## config.mk

```make
export PLATFORM = sky130hd
export DESIGN_NAME = cpu6_alu_arb
export DESIGN_NICKNAME = d
export VERILOG_FILES = /design/src/rtl/cpu6_alu_arb.sv
export SDC_FILE = /design/constraint.sdc
export NUM_CORES = 1
export LEC_CHECK = 0
export CORE_ASPECT_RATIO = 0.7
export CORE_MARGIN = 4
export CORE_UTILIZATION = 42
export CTS_CLUSTER_DIAMETER = 60
export DETAILED_ROUTE_END_ITERATION = 12
export PLACE_DENSITY_LB_ADDON = 0.08
export REMOVE_ABC_BUFFERS = 1
export SYNTH_ARGS = -nofsm -noshare
export SYNTH_HDL_FRONTEND = slang
export SYNTH_SLANG_ARGS = --single-unit
```

## constraint.sdc

```tcl
create_clock -name clk -period 5.95 [get_ports clk]
set_input_delay 1.19 -clock clk [delete_from_list [all_inputs] [get_ports clk]]
set_output_delay 1.19 -clock clk [all_outputs]
set_load 0.01 [all_outputs]
```

## src/rtl/cpu6_alu_arb.sv

```systemverilog
// Round-robin arbiter sharing one ALU between the EX stage (req 0) and the address/branch helper (req 1).
// Accept-to-response latency is 2 cycles; a stalled response blocks every new grant until it is taken.

`ifndef CPU6_XLEN
`define CPU6_XLEN 32
`endif
`ifndef CPU6_ALUCONTROL_SIZE
`define CPU6_ALUCONTROL_SIZE 4
`endif

module cpu6_alu_arb #(
  parameter int XLEN   = `CPU6_XLEN,
  parameter int CTRL_W = `CPU6_ALUCONTROL_SIZE
) (
  input  logic              clk,
  input  logic              reset,
  input  logic              req0_valid,
  output logic              req0_ready,
  input  logic [XLEN-1:0]   req0_a,
  input  logic [XLEN-1:0]   req0_b,
  input  logic [CTRL_W-1:0] req0_ctrl,
  output logic              resp0_valid,
  input  logic              resp0_ready,
  output logic [XLEN-1:0]   resp0_y,
  output logic              resp0_zero,
  input  logic              req1_valid,
  output logic              req1_ready,
  input  logic [XLEN-1:0]   req1_a,
  input  logic [XLEN-1:0]   req1_b,
  input  logic [CTRL_W-1:0] req1_ctrl,
  output logic              resp1_valid,
  input  logic              resp1_ready,
  output logic [XLEN-1:0]   resp1_y,
  output logic              resp1_zero,
  output logic [XLEN-1:0]   alu_a,
  output logic [XLEN-1:0]   alu_b,
  output logic [CTRL_W-1:0] alu_control,
  input  logic [XLEN-1:0]   alu_y,
  input  logic              alu_zero
);

  localparam logic [1:0] S_IDLE = 2'd0;
  localparam logic [1:0] S_EXEC = 2'd1;
  localparam logic [1:0] S_RESP = 2'd2;

  logic [1:0]        state_q, state_d;
  logic              prio_q, prio_d;
  logic              owner_q, owner_d;
  logic [XLEN-1:0]   alu_a_q, alu_a_d;
  logic [XLEN-1:0]   alu_b_q, alu_b_d;
  logic [CTRL_W-1:0] alu_ctrl_q, alu_ctrl_d;
  logic [XLEN-1:0]   y_q, y_d;
  logic              zero_q, zero_d;

  logic idle;
  logic grant0;
  logic grant1;
  logic resp_take;

  always_comb begin
    // Ready is masked by reset so nothing looks accepted while the block is held in reset.
    idle        = (state_q == S_IDLE) && !reset;
    grant0      = req0_valid && (!req1_valid || !prio_q);
    grant1      = req1_valid && (!req0_valid || prio_q);
    req0_ready  = idle && grant0;
    req1_ready  = idle && grant1;
    resp0_valid = (state_q == S_RESP) && !owner_q;
    resp1_valid = (state_q == S_RESP) && owner_q;
    resp_take   = owner_q ? resp1_ready : resp0_ready;

    state_d    = state_q;
    prio_d     = prio_q;
    owner_d    = owner_q;
    alu_a_d    = alu_a_q;
    alu_b_d    = alu_b_q;
    alu_ctrl_d = alu_ctrl_q;
    y_d        = y_q;
    zero_d     = zero_q;

    case (state_q)
      S_IDLE: begin
        if (req0_ready || req1_ready) begin
          state_d    = S_EXEC;
          owner_d    = req1_ready;
          prio_d     = !req1_ready;
          alu_a_d    = req1_ready ? req1_a    : req0_a;
          alu_b_d    = req1_ready ? req1_b    : req0_b;
          alu_ctrl_d = req1_ready ? req1_ctrl : req0_ctrl;
        end
      end
      S_EXEC: begin
        y_d     = alu_y;
        zero_d  = alu_zero;
        state_d = S_RESP;
      end
      S_RESP: begin
        if (resp_take) begin
          state_d = S_IDLE;
        end
      end
      default: state_d = S_IDLE;
    endcase
  end

  always_ff @(posedge clk or posedge reset) begin
    if (reset) begin
      state_q    <= S_IDLE;
      prio_q     <= 1'b0;
      owner_q    <= 1'b0;
      alu_a_q    <= '0;
      alu_b_q    <= '0;
      alu_ctrl_q <= '0;
      y_q        <= '0;
      zero_q     <= 1'b0;
    end else begin
      state_q    <= state_d;
      prio_q     <= prio_d;
      owner_q    <= owner_d;
      alu_a_q    <= alu_a_d;
      alu_b_q    <= alu_b_d;
      alu_ctrl_q <= alu_ctrl_d;
      y_q        <= y_d;
      zero_q     <= zero_d;
    end
  end

  assign alu_a       = alu_a_q;
  assign alu_b       = alu_b_q;
  assign alu_control = alu_ctrl_q;
  assign resp0_y     = y_q;
  assign resp1_y     = y_q;
  assign resp0_zero  = zero_q;
  assign resp1_zero  = zero_q;

endmodule

```

==> insert_results.sql <==
INSERT INTO impl_metrics (metric_group, metric, value, unit) VALUES
('worst_setup_path', 'timing_worst_setup_path_type', 'in2out', ''),
('synth', 'synth_top_area_share', '0.481', ''),
('finish', 'area_of_combinational_cells_with_multiple_inputs', '2250', 'um2'),
('sta', 'final_hold_viol_count', '0', ''),
('detailed_routing', 'routed_wire_length_per_instance', '21.6', 'um'),
('clocking', 'cts.reportedPaths.clkPinSlew', '0.07', 'ns'),
('finish', 'layout_area_growth_over_synthesis', '58.0', '%'),
('finish', 'antenna_cells_inserted', '0', ''),
('sta', 'setup-violations-final', '0', ''),
('clocking', 'clk_sink_count', '105', ''),
('sta', 'final_period_minus_worst_setup_slack', '3.90', 'ns'),
('worst_setup_path', 'critPathCaptureType', 'output pin', ''),
('clocking', 'htree_levels', '3', ''),
('power', 'pwr_density_cell', '473', 'nW/um2'),
('sta', 'achievable-frequency', '256', 'MHz'),
('grt', 'grt_pass1_wl', '29900', 'um'),
('detailed_routing', 'initialDrtViolationCount', '367', ''),
('clocking', 'postCtsHoldBufs', '0', ''),
('clocking', 'post-cts-setup-buffers', '0', ''),
('worst_setup_path', 'cp.required', '4.76', 'ns'),
('place', 'placed_cells_incl_taps', '917', ''),
('floorplan', 'die_area', '14900', 'um2'),
('power', 'irDropWorstVdd', '0.218', 'mV'),
('detailed_routing', 'total_number_of_vias', '5540', ''),
('worst_setup_path', 'critical_path_peak_fanout', '4', ''),
('finish', 'seqCellArea', '2630', 'um2'),
('synth', 'synth.cell_area', '5460', 'um2'),
('detailed_routing', 'number_of_remaining_drc_errors', '0', ''),
('place', 'gpl.final_weighted_congestion', '0.832', ''),
('grt', 'grt_start_max_net_pins', '98', ''),
('finish', 'fillers', '949', ''),
('synth', 'synth.yosys.seq_area_share', '0.481', ''),
('synth', 'mean_post_synth_cell_area', '10.1', 'um2'),
('finish', 'leading_cell_types_in_the_layout_fill_and_taps_excluded', '311 x sky130_fd_sc_hd__clkdlybuf4s50_1, 105 x sky130_fd_sc_hd__dfrtp_1, 69 x sky130_fd_sc_hd__a21oi_1', ''),
('finish', 'layoutNonFillerInstCount', '932', ''),
('floorplan', 'io_pins', '313', ''),
('synth', 'post_synth_inst_count', '539', ''),
('detailed_routing', 'totalWireLength', '20200', 'um'),
('detailed_routing', 'antenna_left', '0', ''),
('detailed_routing', 'routed_via_density', '5.94', ''),
('floorplan', 'dieHeight', '103', 'um'),
('place', 'port-buffer-count', '312', ''),
('sta', 'worst_slew_pin_slew', '0.969', 'ns'),
('worst_setup_path', 'crit_arrival', '2.71', 'ns'),
('grt', 'first_global_vias', '5558', ''),
('flow_run', 'cap_violations', '0', ''),
('sta', 'final.period_utilization', '0.656', ''),
('sta', 'clock_skew', '0.0118', 'ns'),
('place', 'detailedPlacementHpwl', '13800', 'um'),
('floorplan', 'dieWidth', '144', 'um'),
('sta', 'number_of_max_slew_violations_in_the_final_report', '0', ''),
('sta', 'grt_setup_unrepaired', 'false', ''),
('synth', 'ys.warnings.count', '0', ''),
('grt', 'initial_antenna_violation_count', '0', ''),
('synth', 'synth_area_leaders', 'sky130_fd_sc_hd__dfrtp_1 48%, sky130_fd_sc_hd__o31ai_1 8.0%, sky130_fd_sc_hd__a31oi_1 7.8%', ''),
('clocking', 'clockRootBuffer', 'sky130_fd_sc_hd__clkbuf_16', ''),
('clocking', 'cts-buffers-inserted', '9', ''),
('finish', 'layout.cell_area.non_filler', '8630', 'um2'),
('clocking', 'cts_tree', 'built', ''),
('synth', 'synthDistinctLibCells', '26', ''),
('synth', 'synth_seq_cells', '105', ''),
('clocking', 'ctsLongestPathBuffers', '2', ''),
('finish', 'layout-drive-gt1-share', '0.103', ''),
('clocking', 'post_cts_sizing_count', '0', ''),
('synth', 'synthDominantAreaCellType', 'sky130_fd_sc_hd__dfrtp_1', ''),
('clocking', 'clock_insertion_delay_worst_skew', '0.34', 'ns'),
('finish', 'mostFrequentLayoutCell', 'sky130_fd_sc_hd__clkdlybuf4s50_1', ''),
('finish', 'final_util', '0.688', ''),
('grt', 'total_grt_usage', '0.256', ''),
('worst_setup_path', 'timing.critical_path.from_type', 'input port', ''),
('sta', 'max-slew-margin-rel', '0.354', ''),
('hold_path', 'worst_hold_path_type', 'reg2reg', ''),
('grt', 'grt_remaining_overflow', '0', ''),
('place', 'postPlaceCellArea', '8300', 'um2'),
('floorplan', 'core_region_area', '12500', 'um2'),
('floorplan', 'initial_utilization', '0.435', ''),
('power', 'total_leakage_power', '3.19', 'nW'),
('finish', 'finalNetCount', '941', ''),
('sta', 'hold_ws', '0.534', 'ns'),
('floorplan', 'placement_rows', '34', ''),
('detailed_routing', 'drt_first_pass_iters', '5', ''),
('sta', 'totalNegativeSetupSlack', '0', 'ns'),
('outcome', 'status', 'complete, no violations', '');
[synth_stat cells (all sizes together)]
library cell	count
nand2b	4
o21ai	2
or2	1
dfrtp	105
a31oi	68
and2	1
inv	4
a21oi	69
or3	1
nor3	1
buf	70
nor2	2
o31ai	68
and3	1
mux2	34
clkbuf	37
nand4	68
nor2b	1
nand2	1
nand3	1
[worst max-delay path, cell delays in order]
cell and delay [ns]:
sky130_fd_sc_hd__clkdlybuf4s50_1 0.51, sky130_fd_sc_hd__nor3_4 0.21, sky130_fd_sc_hd__and3_1 0.23, sky130_fd_sc_hd__clkdlybuf4s50_1 0.57
[layout make-up]
class / count / share of cell area
repair buffers: 323 / 0.371
flip-flops and latches: 105 / 0.305
multi-input cells: 323 / 0.261
clock buffers: 11 / 0.0293
well taps: 162 / 0.0235
clock inverters: 4 / 0.00885
inverters: 4 / 0.00203
[registers in the layout (all words and copies together) (netlist names)]
name and count:
resp0_zero 1, alu_control 4, state_q 2, resp0_y 32
owner_q 1, prio_q 1, alu_b 32, alu_a 32
[routing by layer]
layer / vias up / global-route usage / wire (um)
met2: 313 / 0.427 / 9930
met1: 2696 / 0.327 / 7810
met3: 27 / 0.0786 / 2030
met5: - / 0 / 0
li1: 2504 / - / -
met4: 0 / 0.0710 / 386
[per-stage QoR]
step | power (mW) | setup slack, ns
after CTS | 4.11 | 2.04
final | 4.08 | 2.05
after floorplan | 2.12 | -0.873
after detailed placement | 3.45 | 1.99
after global placement | 3.41 | 2.07
after global routing | 4.31 | 2.00
[cell families (layout without fill, tap and decap cells)]
kind of cell	Yosys count	count (layout)	synth area share
compound gates	207	207	0.246
simple gates	82	82	0.0930
mux	34	34	0.0701
buf+inv	111	342	0.110
flops	105	105	0.481
[power breakdown]
| group | switching (mW) | internal, mW | leakage (nW) |
|---|---|---|---|
| logic | 0.967 | 1.16 | 1.86 |
| clock network | 0.257 | 0.390 | 0.158 |
| registers | 0.240 | 1.07 | 1.18 |
[path summary, 6_finish.rpt]
path                               end  cells after the start  slack (ns)        start
max                         req0_ready                      4        2.05        reset
min                        resp0_y[23]                      1        0.53  resp0_y[23]
max reg2reg                  alu_a[15]                      5        3.53   state_q[0]
min reg2reg                resp0_y[23]                      1        0.53  resp0_y[23]
max in group asynchronous     alu_a[1]                      3        3.38        reset
min in group asynchronous   resp0_y[3]                      2        1.47        reset
(Power assumes the default switching activity.)
